[config.mk]
export PLATFORM = sky130hd
export DESIGN_NAME = demod_frame_ctrl
export DESIGN_NICKNAME = d
export VERILOG_FILES = /design/src/rtl/demod_frame_ctrl.sv
export SDC_FILE = /design/constraint.sdc
export NUM_CORES = 1
export LEC_CHECK = 0
export BUFFER_PORTS_ARGS = -buffer_cell sky130_fd_sc_hd__clkbuf_2
export CAP_MARGIN = 30
export CORE_MARGIN = 10
export CORE_UTILIZATION = 38
export CTS_BUF_LIST = sky130_fd_sc_hd__clkbuf_8
export DETAILED_ROUTE_END_ITERATION = 12
export PLACE_DENSITY = 0.53
export SLEW_MARGIN = 10
export SYNTH_ARGS = -nofsm -noshare
export SYNTH_HDL_FRONTEND = slang
export SYNTH_SLANG_ARGS = --single-unit
export TNS_END_PERCENT = 10
[constraint.sdc]
create_clock -name clk -period 5.7 [get_ports clk]
set_input_delay 1.14 -clock clk [delete_from_list [all_inputs] [get_ports clk]]
set_output_delay 1.14 -clock clk [all_outputs]
set_load 0.05 [all_outputs]
[src/rtl/demod_frame_ctrl.sv]
// demod_frame_ctrl: sequencing controller for the QPSK demodulator datapath.
// Enables the datapath, produces the bit-rate sample strobe, masks filter
// warm-up, hunts for the sync word and then hands out a fixed-length payload
// before re-arming the search for the next frame.
module demod_frame_ctrl #(
  parameter int                  CYCLES_PER_BIT = 8,
  parameter int                  WARMUP_CYCLES  = 64,
  parameter int                  SYNC_LEN       = 16,
  parameter logic [SYNC_LEN-1:0] SYNC_WORD      = 16'hF0B4,
  parameter int                  PAYLOAD_BITS   = 128,
  parameter int                  SEARCH_TIMEOUT = 1024
) (
  input  logic       clk,
  input  logic       rst_n,
  input  logic       start,
  input  logic       stop,
  input  logic       demod_bit,
  output logic       dp_en,
  output logic       bit_strobe,
  output logic       data_out,
  output logic       data_valid,
  output logic       frame_start,
  output logic       frame_done,
  output logic       locked,
  output logic       timeout,
  output logic [1:0] state
);

  typedef enum logic [1:0] {
    IDLE    = 2'd0,
    WARMUP  = 2'd1,
    SEARCH  = 2'd2,
    PAYLOAD = 2'd3
  } state_t;

  localparam int TW = $clog2(CYCLES_PER_BIT) + 1;
  localparam int WW = $clog2(WARMUP_CYCLES) + 1;
  localparam int SW = $clog2(SEARCH_TIMEOUT) + 1;
  localparam int PW = $clog2(PAYLOAD_BITS) + 1;

  localparam logic [TW-1:0] TIMER_LAST   = TW'(CYCLES_PER_BIT - 1);
  localparam logic [WW-1:0] WARMUP_LAST  = WW'(WARMUP_CYCLES - 1);
  localparam logic [SW-1:0] SYNC_LEN_C   = SW'(SYNC_LEN);
  localparam logic [SW-1:0] TIMEOUT_C    = SW'(SEARCH_TIMEOUT);
  localparam logic [PW-1:0] PAYLOAD_C    = PW'(PAYLOAD_BITS);

  state_t              state_reg;
  logic [TW-1:0]       timer_reg;
  logic [WW-1:0]       warm_cnt_reg;
  logic [SW-1:0]       srch_cnt_reg;
  logic [PW-1:0]       pay_cnt_reg;
  // Only the newest SYNC_LEN-1 bits need storing: the oldest bit of the
  // window is shifted out on the same strobe that completes a comparison.
  logic [SYNC_LEN-2:0] sr_reg;
  logic                data_out_reg;
  logic                data_valid_reg;
  logic                frame_start_reg;
  logic                frame_done_reg;
  logic                timeout_reg;

  logic [SYNC_LEN-1:0] sr_next;
  logic [SW-1:0]       srch_cnt_next;
  logic [PW-1:0]       pay_cnt_next;
  logic                sync_hit;

  // Strobe, candidate window and match decision for the current bit.
  always_comb begin
    dp_en         = (state_reg != IDLE);
    bit_strobe    = dp_en && (timer_reg == TIMER_LAST);
    sr_next       = {sr_reg, demod_bit};
    srch_cnt_next = srch_cnt_reg + 1'b1;
    pay_cnt_next  = pay_cnt_reg + 1'b1;
    // The count includes the current bit, so a partly filled window never matches.
    sync_hit      = (sr_next == SYNC_WORD) && (srch_cnt_next >= SYNC_LEN_C);
  end

  // Frame FSM with bit timer, counters and registered strobes.
  always_ff @(posedge clk or negedge rst_n) begin
    if (!rst_n) begin
      state_reg       <= IDLE;
      timer_reg       <= '0;
      warm_cnt_reg    <= '0;
      srch_cnt_reg    <= '0;
      pay_cnt_reg     <= '0;
      sr_reg          <= '0;
      data_out_reg    <= 1'b0;
      data_valid_reg  <= 1'b0;
      frame_start_reg <= 1'b0;
      frame_done_reg  <= 1'b0;
      timeout_reg     <= 1'b0;
    end else begin
      frame_start_reg <= 1'b0;
      frame_done_reg  <= 1'b0;
      data_valid_reg  <= 1'b0;
      if (dp_en) begin
        timer_reg <= (timer_reg == TIMER_LAST) ? '0 : timer_reg + 1'b1;
      end
      if (stop) begin
        // Abort wins over everything; timeout flag is deliberately kept.
        state_reg    <= IDLE;
        timer_reg    <= '0;
        warm_cnt_reg <= '0;
        srch_cnt_reg <= '0;
        pay_cnt_reg  <= '0;
        sr_reg       <= '0;
      end else begin
        case (state_reg)
          IDLE: begin
            if (start) begin
              state_reg    <= WARMUP;
              timeout_reg  <= 1'b0;
              timer_reg    <= '0;
              warm_cnt_reg <= '0;
              srch_cnt_reg <= '0;
              pay_cnt_reg  <= '0;
              sr_reg       <= '0;
            end
          end
          WARMUP: begin
            warm_cnt_reg <= warm_cnt_reg + 1'b1;
            if (warm_cnt_reg == WARMUP_LAST) begin
              state_reg <= SEARCH;
            end
          end
          SEARCH: begin
            if (bit_strobe) begin
              sr_reg       <= sr_next[SYNC_LEN-2:0];
              srch_cnt_reg <= srch_cnt_next;
              if (sync_hit) begin
                state_reg       <= PAYLOAD;
                frame_start_reg <= 1'b1;
              end else if (srch_cnt_next == TIMEOUT_C) begin
                state_reg   <= IDLE;
                timeout_reg <= 1'b1;
                timer_reg   <= '0;
              end
            end
          end
          PAYLOAD: begin
            if (bit_strobe) begin
              data_out_reg   <= demod_bit;
              data_valid_reg <= 1'b1;
              pay_cnt_reg    <= pay_cnt_next;
              if (pay_cnt_next == PAYLOAD_C) begin
                // Re-arm the hunt; the bit timer keeps its phase.
                frame_done_reg <= 1'b1;
                state_reg      <= SEARCH;
                sr_reg         <= '0;
                srch_cnt_reg   <= '0;
                pay_cnt_reg    <= '0;
              end
            end
          end
          default: state_reg <= IDLE;
        endcase
      end
    end
  end

  assign data_out    = data_out_reg;
  assign data_valid  = data_valid_reg;
  assign frame_start = frame_start_reg;
  assign frame_done  = frame_done_reg;
  assign timeout     = timeout_reg;
  assign locked      = (state_reg == PAYLOAD);
  assign state       = state_reg;

endmodule

==> results.py, run 1 <==
metrics = {
    "detailed_routing": {
        "finalWirelength_um": 6450,
        "post-route-drc-count": 0,
        "routed_via_count": 2321,
        "detailedRoute.firstIterationViolations": 158,
        "routedWlPerCell_um": 15.6,
        "drt-pass1-iter-count": 4,
        "route.detailed.vias_per_inst": 5.61,
        "remaining_antenna_violation_count": 0,
    },
    "logic_synthesis": {
        "syn_area_um2": 2820,
        "post_synth_num_cell_types": 57,
        "syn_inst": 305,
        "post-synth-top-area-fraction": 0.461,
        "synth_area_leader_cell": "sky130_fd_sc_hd__dfrtp_1",
        "postSynth.asyncResetShare": 1.00,
        "synthesis.area_per_instance_um2": 9.25,
        "synth_seq_area_share": 0.461,
        "synth_enable_flop_cells": 0,
        "synth_area_leaders": "sky130_fd_sc_hd__dfrtp_1 (46%), sky130_fd_sc_hd__a31o_2 (4.7%), sky130_fd_sc_hd__and3_1 (4.2%), sky130_fd_sc_hd__nor2_1 (3.9%), sky130_fd_sc_hd__o21ai_0 (3.4%)",
        "mappedNetlistNets": 314,
        "count_of_yosys_warnings_during_synthesis": 0,
        "yosys_register_bits": 52,
        "ys_dominant_reg_cell": "sky130_fd_sc_hd__dfrtp_1",
    },
    "min_path": {
        "hp-start": "data_out",
        "hold_end": "data_out",
        "whs_path_depth": 2,
        "worstHoldPathType": "reg -> reg",
    },
    "placement": {
        "finalWeightedCongestion": 0.794,
        "dp_hpwl_um": 4250,
        "port-buffer-count": 14,
        "detailed_place.area_um2": 2980,
        "place_inst": 406,
    },
    "cells_and_area": {
        "final_net_count": 323,
        "final-seq-area_um2": 1300,
        "final_cell_count_no_fill": 414,
        "final_util": 0.432,
        "fin_area_um2": 3140,
        "multi_input_area_um2": 1420,
        "drive_above_1_share": 0.159,
        "antenna_cells": 0,
        "fillerInstances": 724,
        "relative_area_change_from_synthesis_to_final_layout_pct": 11.1,
        "largest_register_ff_count": 15,
    },
    "cts": {
        "insertion_delay_to_the_later_sink_of_the_worst_skew_pair_ns": 0.30,
        "clk_pin_slew_ns": 0.10,
        "numCtsBuffers": 5,
        "post_cts.resized_instances": 0,
        "clkSinkCount": 52,
        "level_count_of_the_clock_h_tree": 2,
        "cts_hold_buf": 0,
        "buffers_inserted_by_post_cts_timing_repair": 0,
        "clock_tree_from_tritoncts": "done",
        "root_buffer": "sky130_fd_sc_hd__clkbuf_8",
        "cts-root-to-sink-buffers": 2,
    },
    "timing": {
        "grt_setup_unrepaired": "false",
        "setup-violations-final": 0,
        "finalCritPeriodShare": 0.537,
        "max_slew_margin": 0.424,
        "final.setup_skew_ns": 0.00414,
        "timing.fmax_mhz": 327,
        "fin_tns_setup_ns": 0,
        "hold_violations_final": 0,
        "slew_viol_final": 0,
        "layout_min_cycle_time_ns": 3.06,
        "timing_worst_slew_pin_value_ns": 0.864,
    },
    "setup_path": {
        "worstPathArrival_ns": 1.92,
        "worst_path_max_delay_cell": "sky130_fd_sc_hd__dfrtp_1",
        "worst_r2r_startpoint": "pay_cnt_reg[0]",
        "worstPathMaxFanout": 16,
        "ff2ff_path_depth": 5,
        "timing_worst_setup_path_type": "reg -> out",
        "cp-end-kind": "output pin",
        "r2r_setup_slack_ns": 2.67,
        "regToRegEndpoint": "srch_cnt_reg[10]",
        "worstPathCellList": "nor2_1 > inv_1 > clkbuf_2",
        "critical_path.startpoint_type": "register",
        "crit_required_ns": 4.56,
        "critPathMaxStageDelay_ns": 0.56,
    },
    "global_routing": {
        "grt_pass1_wl_um": 11200,
        "grt.total_usage": 0.116,
        "grt_start_max_net_pins": 53,
        "global_route.peak_usage_layer": "met2",
        "overflow": 0,
        "first_global_vias": 2290,
        "global_route.usage.met3": 0.0242,
        "grt.met2_usage": 0.192,
        "initial_antenna_violation_count": 0,
        "global_route.usage.met1": 0.149,
    },
    "power": {
        "net_sw_power_mw": 0.285,
        "seqPwrFrac": 0.432,
        "pwr-share-comb": 0.200,
        "total_power_mw": 0.936,
        "power.switching_fraction": 0.304,
        "internal_power_mw": 0.651,
        "leak_pwr_nw": 1.44,
        "power_density_nw_per_um2": 299,
        "vdd_ir_drop_max_v": 0.000107,
        "power.clock.fraction": 0.367,
    },
    "floorplanning": {
        "fp-row-count": 31,
        "die_h_um": 106,
        "die-width_um": 106,
        "io_pins": 15,
        "floorplan.initialDensity": 0.389,
        "floorplan.die_area_um2": 11300,
        "fp.coreArea_um2": 7250,
    },
    "job": {
        "drv_cap": 0,
    },
    "run_status": {
        "run_status": "finished, final reports clean",
    },
}
==> cell usage after synthesis, types with 5 or more instances <==
cell and number:
sky130_fd_sc_hd__dfrtp_1 52, sky130_fd_sc_hd__nor2_1 29, sky130_fd_sc_hd__nand2_1 25, sky130_fd_sc_hd__and3_1 19, sky130_fd_sc_hd__o21ai_0 19, sky130_fd_sc_hd__nand3_1 17
sky130_fd_sc_hd__a31o_2 15, sky130_fd_sc_hd__clkbuf_1 12, sky130_fd_sc_hd__a21oi_1 9, sky130_fd_sc_hd__inv_1 8, sky130_fd_sc_hd__nand4_1 7, sky130_fd_sc_hd__nor3_1 7
sky130_fd_sc_hd__a22oi_1 5, sky130_fd_sc_hd__a31oi_1 5
==> cell families (layout without fill, tap and decap cells) <==
| family | count (synthesis) | in the layout | share of synthesized area |
|---|---|---|---|
| fa+ha+maj | 4 | 4 | 0.0177 |
| buf+inv | 25 | 35 | 0.0381 |
| mux | 4 | 4 | 0.0151 |
| simple gates | 130 | 130 | 0.239 |
| compound gates | 86 | 86 | 0.217 |
| xor+xnor | 4 | 4 | 0.0124 |
| flops | 52 | 52 | 0.461 |
==> metal layers <==
| layer | part of all wire | wire (µm) | vias up |
|---|---|---|---|
| met2 | 0.46 | 2990 | 32 |
| li1 | - | - | 1157 |
| met1 | 0.49 | 3180 | 1126 |
| met5 | 0 | 0 | - |
| met3 | 0.033 | 211 | 6 |
| met4 | 0.011 | 68 | 0 |
==> power by group through the flow <==
stage               Combinational, mW  Clock (mW)  Sequential (mW)
floorplan                       0.130           0            0.415
global placement                0.187           0            0.412
detailed placement              0.189           0            0.412
CTS                             0.189       0.356            0.405
global route                    0.207       0.370            0.410
finish                          0.188       0.344            0.405
==> placed cells by master, fill, tap and decap left out, drive strengths merged, types with 3 or more instances in the layout <==
| master | Yosys | layout |
|---|---|---|
| dfrtp | 52 | 52 |
| nor2 | 29 | 29 |
| nand2 | 25 | 25 |
| o21ai | 20 | 20 |
| and3 | 19 | 19 |
| clkbuf | 12 | 19 |
| nand3 | 18 | 18 |
| a31o | 16 | 16 |
| a21oi | 9 | 9 |
| inv | 8 | 8 |
| nand4 | 7 | 7 |
| nor3 | 7 | 7 |
| a31oi | 5 | 5 |
| a22oi | 5 | 5 |
| nor4 | 4 | 4 |
| o31ai | 4 | 4 |
| ha | 4 | 4 |
| buf | 4 | 4 |
| nand3b | 3 | 3 |
| xor2 | 3 | 3 |
| or3 | 3 | 3 |
| a211o | 3 | 3 |
| and2 | 3 | 3 |
| o211ai | 3 | 3 |
| or2 | 3 | 3 |
| a21o | 3 | 3 |
| bufinv | 0 | 3 |
==> stage by stage <==
stage,hold slack [ns],worst slack [ns]
final,0.495,2.64
after global routing,0.517,2.48
after CTS,0.498,2.65
after detailed placement,0.473,2.67
after global placement,0.461,2.73
after floorplan,0.474,2.84
==> layout make-up <==
cell class | count | share of cell area
Clock buffer | 5 | 0.0219
Clock inverter | 3 | 0.0287
Sequential cell | 52 | 0.415
Inverter | 9 | 0.0108
Multi-Input combinational cell | 228 | 0.452
Tap cell | 99 | 0.0395
Timing Repair Buffer | 18 | 0.0319
==> how the worst max path moves through the flow <==
stage,from,endpoint,depth (start not counted)
final,state[0],dp_en,3
after global routing,pay_cnt_reg[0],srch_cnt_reg[10],5
after CTS,pay_cnt_reg[0],srch_cnt_reg[10],5
after detailed placement,pay_cnt_reg[0],srch_cnt_reg[10],5
after global placement,pay_cnt_reg[0],srch_cnt_reg[10],5
after floorplan,state[1],bit_strobe,3
==> worst max-delay path: cells and delay by family, from the launching register on <==
kind | cells | cell delay [ns]
flops | 1 | 0.56
buf+inv | 2 | 0.55
simple gates | 1 | 0.51
(Power assumes the default switching activity.)
==> run 2, diff against run 1 <==
--- a/config.mk
+++ b/config.mk
@@ -5,6 +5,7 @@
 export SDC_FILE = /design/constraint.sdc
 export NUM_CORES = 1
 export LEC_CHECK = 0
+export ABC_AREA = 1
 export BUFFER_PORTS_ARGS = -buffer_cell sky130_fd_sc_hd__clkbuf_2
 export CAP_MARGIN = 30
 export CORE_MARGIN = 10
==> constraint.sdc (replaced) <==
create_clock -name clk -period 3 [get_ports clk]
set_input_delay 0.6 -clock clk [delete_from_list [all_inputs] [get_ports clk]]
set_output_delay 0.6 -clock clk [all_outputs]
set_load 0.05 [all_outputs]
==> run 2 against run 1 <==
Compared with the run above:
- count of clock-buffer cells in the layout stayed put
- setup slack worse by 1.9 ns
- area after synthesis grew 7.9%
- wire length barely moved
- synthesized cell count increased by 29%
- sequential power up 100%
- cell area increased by 5.3%
- critical path type unchanged
- critical endpoint is now bit_strobe
- highest routed layer unchanged
==> results.py, run 2 <==
metrics = {
    "power": {
        "net_sw_power_mw": 0.888,
        "power_density_nw_per_um2": 621,
        "leak_pwr_nw": 1.49,
        "vdd_ir_drop_max_v": 0.000270,
        "seqPwrFrac": 0.395,
        "power.switching_fraction": 0.433,
        "pwr-share-comb": 0.366,
        "power.clock.fraction": 0.239,
        "internal_power_mw": 1.16,
    },
    "floorplanning": {
        "io_pins": 15,
        "fp-row-count": 32,
        "floorplan.die_area_um2": 12000,
        "floorplan.initialDensity": 0.392,
        "die-width_um": 110,
        "fp.coreArea_um2": 7770,
        "die_h_um": 110,
    },
    "logic_synthesis": {
        "postSynth.asyncResetShare": 1.00,
        "post_synth_num_cell_types": 32,
        "post-synth-top-area-fraction": 0.427,
        "synth_common_cells": "sky130_fd_sc_hd__nand2_1 (105), sky130_fd_sc_hd__dfrtp_1 (52), sky130_fd_sc_hd__inv_1 (50)",
        "synth_area_leader_cell": "sky130_fd_sc_hd__dfrtp_1",
        "ys_dominant_reg_cell": "sky130_fd_sc_hd__dfrtp_1",
        "synth_seq_area_share": 0.427,
        "syn_inst": 392,
        "synth.most_common_cell": "sky130_fd_sc_hd__nand2_1",
        "yosys_register_bits": 52,
        "synth_enable_flop_cells": 0,
        "count_of_yosys_warnings_during_synthesis": 0,
        "synthesis.area_per_instance_um2": 7.77,
        "synth_area_leaders": "sky130_fd_sc_hd__dfrtp_1 (43%), sky130_fd_sc_hd__nand2_1 (13%), sky130_fd_sc_hd__inv_1 (6.2%), sky130_fd_sc_hd__nand3_1 (4.6%), sky130_fd_sc_hd__o21ai_2 (4.0%)",
        "mappedNetlistNets": 401,
        "syn_area_um2": 3050,
    },
    "timing": {
        "setup-violations-final": 0,
        "timing.fmax_mhz": 435,
        "max_slew_margin": 0.565,
        "slew_viol_final": 0,
        "hold_violations_final": 0,
        "finalCritPeriodShare": 0.767,
        "layout_min_cycle_time_ns": 2.30,
        "timing_worst_slew_pin_value_ns": 0.649,
        "fin_tns_setup_ns": 0,
        "final.setup_skew_ns": 0.00706,
        "grt_setup_unrepaired": "false",
    },
    "cts": {
        "clkSinkCount": 52,
        "cts-root-to-sink-buffers": 2,
        "level_count_of_the_clock_h_tree": 2,
        "clk_pin_slew_ns": 0.10,
        "numCtsBuffers": 5,
        "cts_hold_buf": 0,
        "post_cts.resized_instances": 0,
        "root_buffer": "sky130_fd_sc_hd__clkbuf_8",
        "buffers_inserted_by_post_cts_timing_repair": 0,
        "insertion_delay_to_the_later_sink_of_the_worst_skew_pair_ns": 0.31,
        "clock_tree_from_tritoncts": "done",
    },
    "global_routing": {
        "initial_antenna_violation_count": 0,
        "overflow": 0,
        "grt_pass1_wl_um": 11200,
        "first_global_vias": 2417,
        "grt.total_usage": 0.114,
        "grt_start_max_net_pins": 34,
    },
    "setup_path": {
        "critical_path.startpoint_type": "register",
        "worstPathArrival_ns": 1.70,
        "cp-end-kind": "output pin",
        "ff2ff_path_depth": 13,
        "timing_worst_setup_path_type": "reg -> out",
        "crit_required_ns": 2.40,
        "worstPathMaxFanout": 4,
    },
    "placement": {
        "finalWeightedCongestion": 0.833,
        "dp_hpwl_um": 4870,
        "port-buffer-count": 14,
    },
    "cells_and_area": {
        "fillerInstances": 813,
        "final_net_count": 416,
        "relative_area_change_from_synthesis_to_final_layout_pct": 8.42,
        "commonest_non_fill_non_tap_cell_in_the_layout": "sky130_fd_sc_hd__nand2_1",
        "drive_above_1_share": 0.176,
        "largest_register_ff_count": 15,
        "antenna_cells": 0,
        "final_util": 0.425,
        "layout.cells.most_common_list": "sky130_fd_sc_hd__nand2_1 (105), sky130_fd_sc_hd__dfrtp_1 (52), sky130_fd_sc_hd__inv_1 (50), sky130_fd_sc_hd__nor2_1 (30), sky130_fd_sc_hd__nand3_1 (28)",
    },
    "detailed_routing": {
        "drt-pass1-iter-count": 4,
        "routedWlPerCell_um": 12.6,
        "route.detailed.vias_per_inst": 5.02,
        "detailedRoute.firstIterationViolations": 110,
        "routed_via_count": 2561,
        "post-route-drc-count": 0,
        "remaining_antenna_violation_count": 0,
        "finalWirelength_um": 6450,
    },
    "min_path": {
        "worstHoldPathType": "in -> async",
    },
    "run_status": {
        "run_status": "finished, final reports clean",
    },
    "job": {
        "drv_cap": 0,
    },
}
## run 2: changes by cell type after synthesis, sizes merged, moves of 5 or more
| cell | delta |
|---|---|
| a31oi | -5 |
| nand4 | +5 |
| a31o | -16 |
| clkbuf | -9 |
| and3 | -19 |
| nand3 | +22 |
| nor2 | +9 |
| o21ai | +19 |
| inv | +45 |
| nand2 | +87 |
## run 2: final timing paths
path | slack [ns] | endpoint | from
max | 0.70 | bit_strobe | timer_reg[1]
min reg2reg | 0.49 | timeout | timeout
max in group asynchronous | 2.16 | timer_reg[0] | rst_n
max reg2reg | 0.79 | srch_cnt_reg[2] | pay_cnt_reg[1]
min | 0.23 | srch_cnt_reg[7] | rst_n
min in group clk | 0.49 | timeout | timeout
## run 2: layout make-up
type	instances	area (µm²)	area share
multi-input combinational	274	1440	0.435
sequential	52	1300	0.394
inverter	55	219	0.0663
tap	102	128	0.0386
timing repair buffer	19	108	0.0326
clock buffer	5	68.8	0.0208
clock inverter	3	42.5	0.0129
## run 2: logic make-up (layout without fill, tap and decap cells)
group / Yosys count / in the layout / share of synthesized area
buffers and inverters: 66 / 82 / 0.102
AND/OR/NAND/NOR: 207 / 207 / 0.322
flip-flops: 52 / 52 / 0.427
AO/OA/AOI/OAI: 58 / 58 / 0.117
multiplexers: 1 / 1 / 0.00329
XOR/XNOR: 4 / 4 / 0.0115
adder cells (fa/ha/maj): 4 / 4 / 0.0164
## run 2: power groups by stage
stage	Sequential, mW	Combinational (mW)	Clock, mW
global placement	0.825	0.762	0
floorplan	0.856	0.641	0
CTS	0.812	0.762	0.509
detailed placement	0.825	0.761	0
global route	0.821	0.838	0.530
finish	0.812	0.751	0.490
## run 2: worst max-delay path, cell delays in order, from the launching register on
cell	delay, ns
sky130_fd_sc_hd__dfrtp_1	0.39
sky130_fd_sc_hd__ha_1	0.19
sky130_fd_sc_hd__nand2_1	0.06
sky130_fd_sc_hd__nor2_1	0.22
sky130_fd_sc_hd__nand2_1	0.17
sky130_fd_sc_hd__inv_1	0.08
sky130_fd_sc_hd__clkbuf_2	0.27
## run 2: metal layers
metal  share of wire  vias up  global-route usage
met5               0        -                   0
met4           0.012        0              0.0307
met3           0.033        8              0.0263
met2            0.48       26               0.190
met1            0.48     1230               0.145
li1                -     1297                   -
## run 2: stage by stage
stage	std cells	hold slack (ns)	instance area, µm²	total power [mW]	worst slack [ns]
finish	510	0.225	3300	2.05	0.699
CTS	510	0.241	3300	2.08	0.677
global route	510	0.262	3300	2.19	0.540
global placement	502	0.471	3190	1.59	0.845
detailed placement	502	0.475	3190	1.59	0.735
floorplan	392	0.304	3050	1.50	0.698
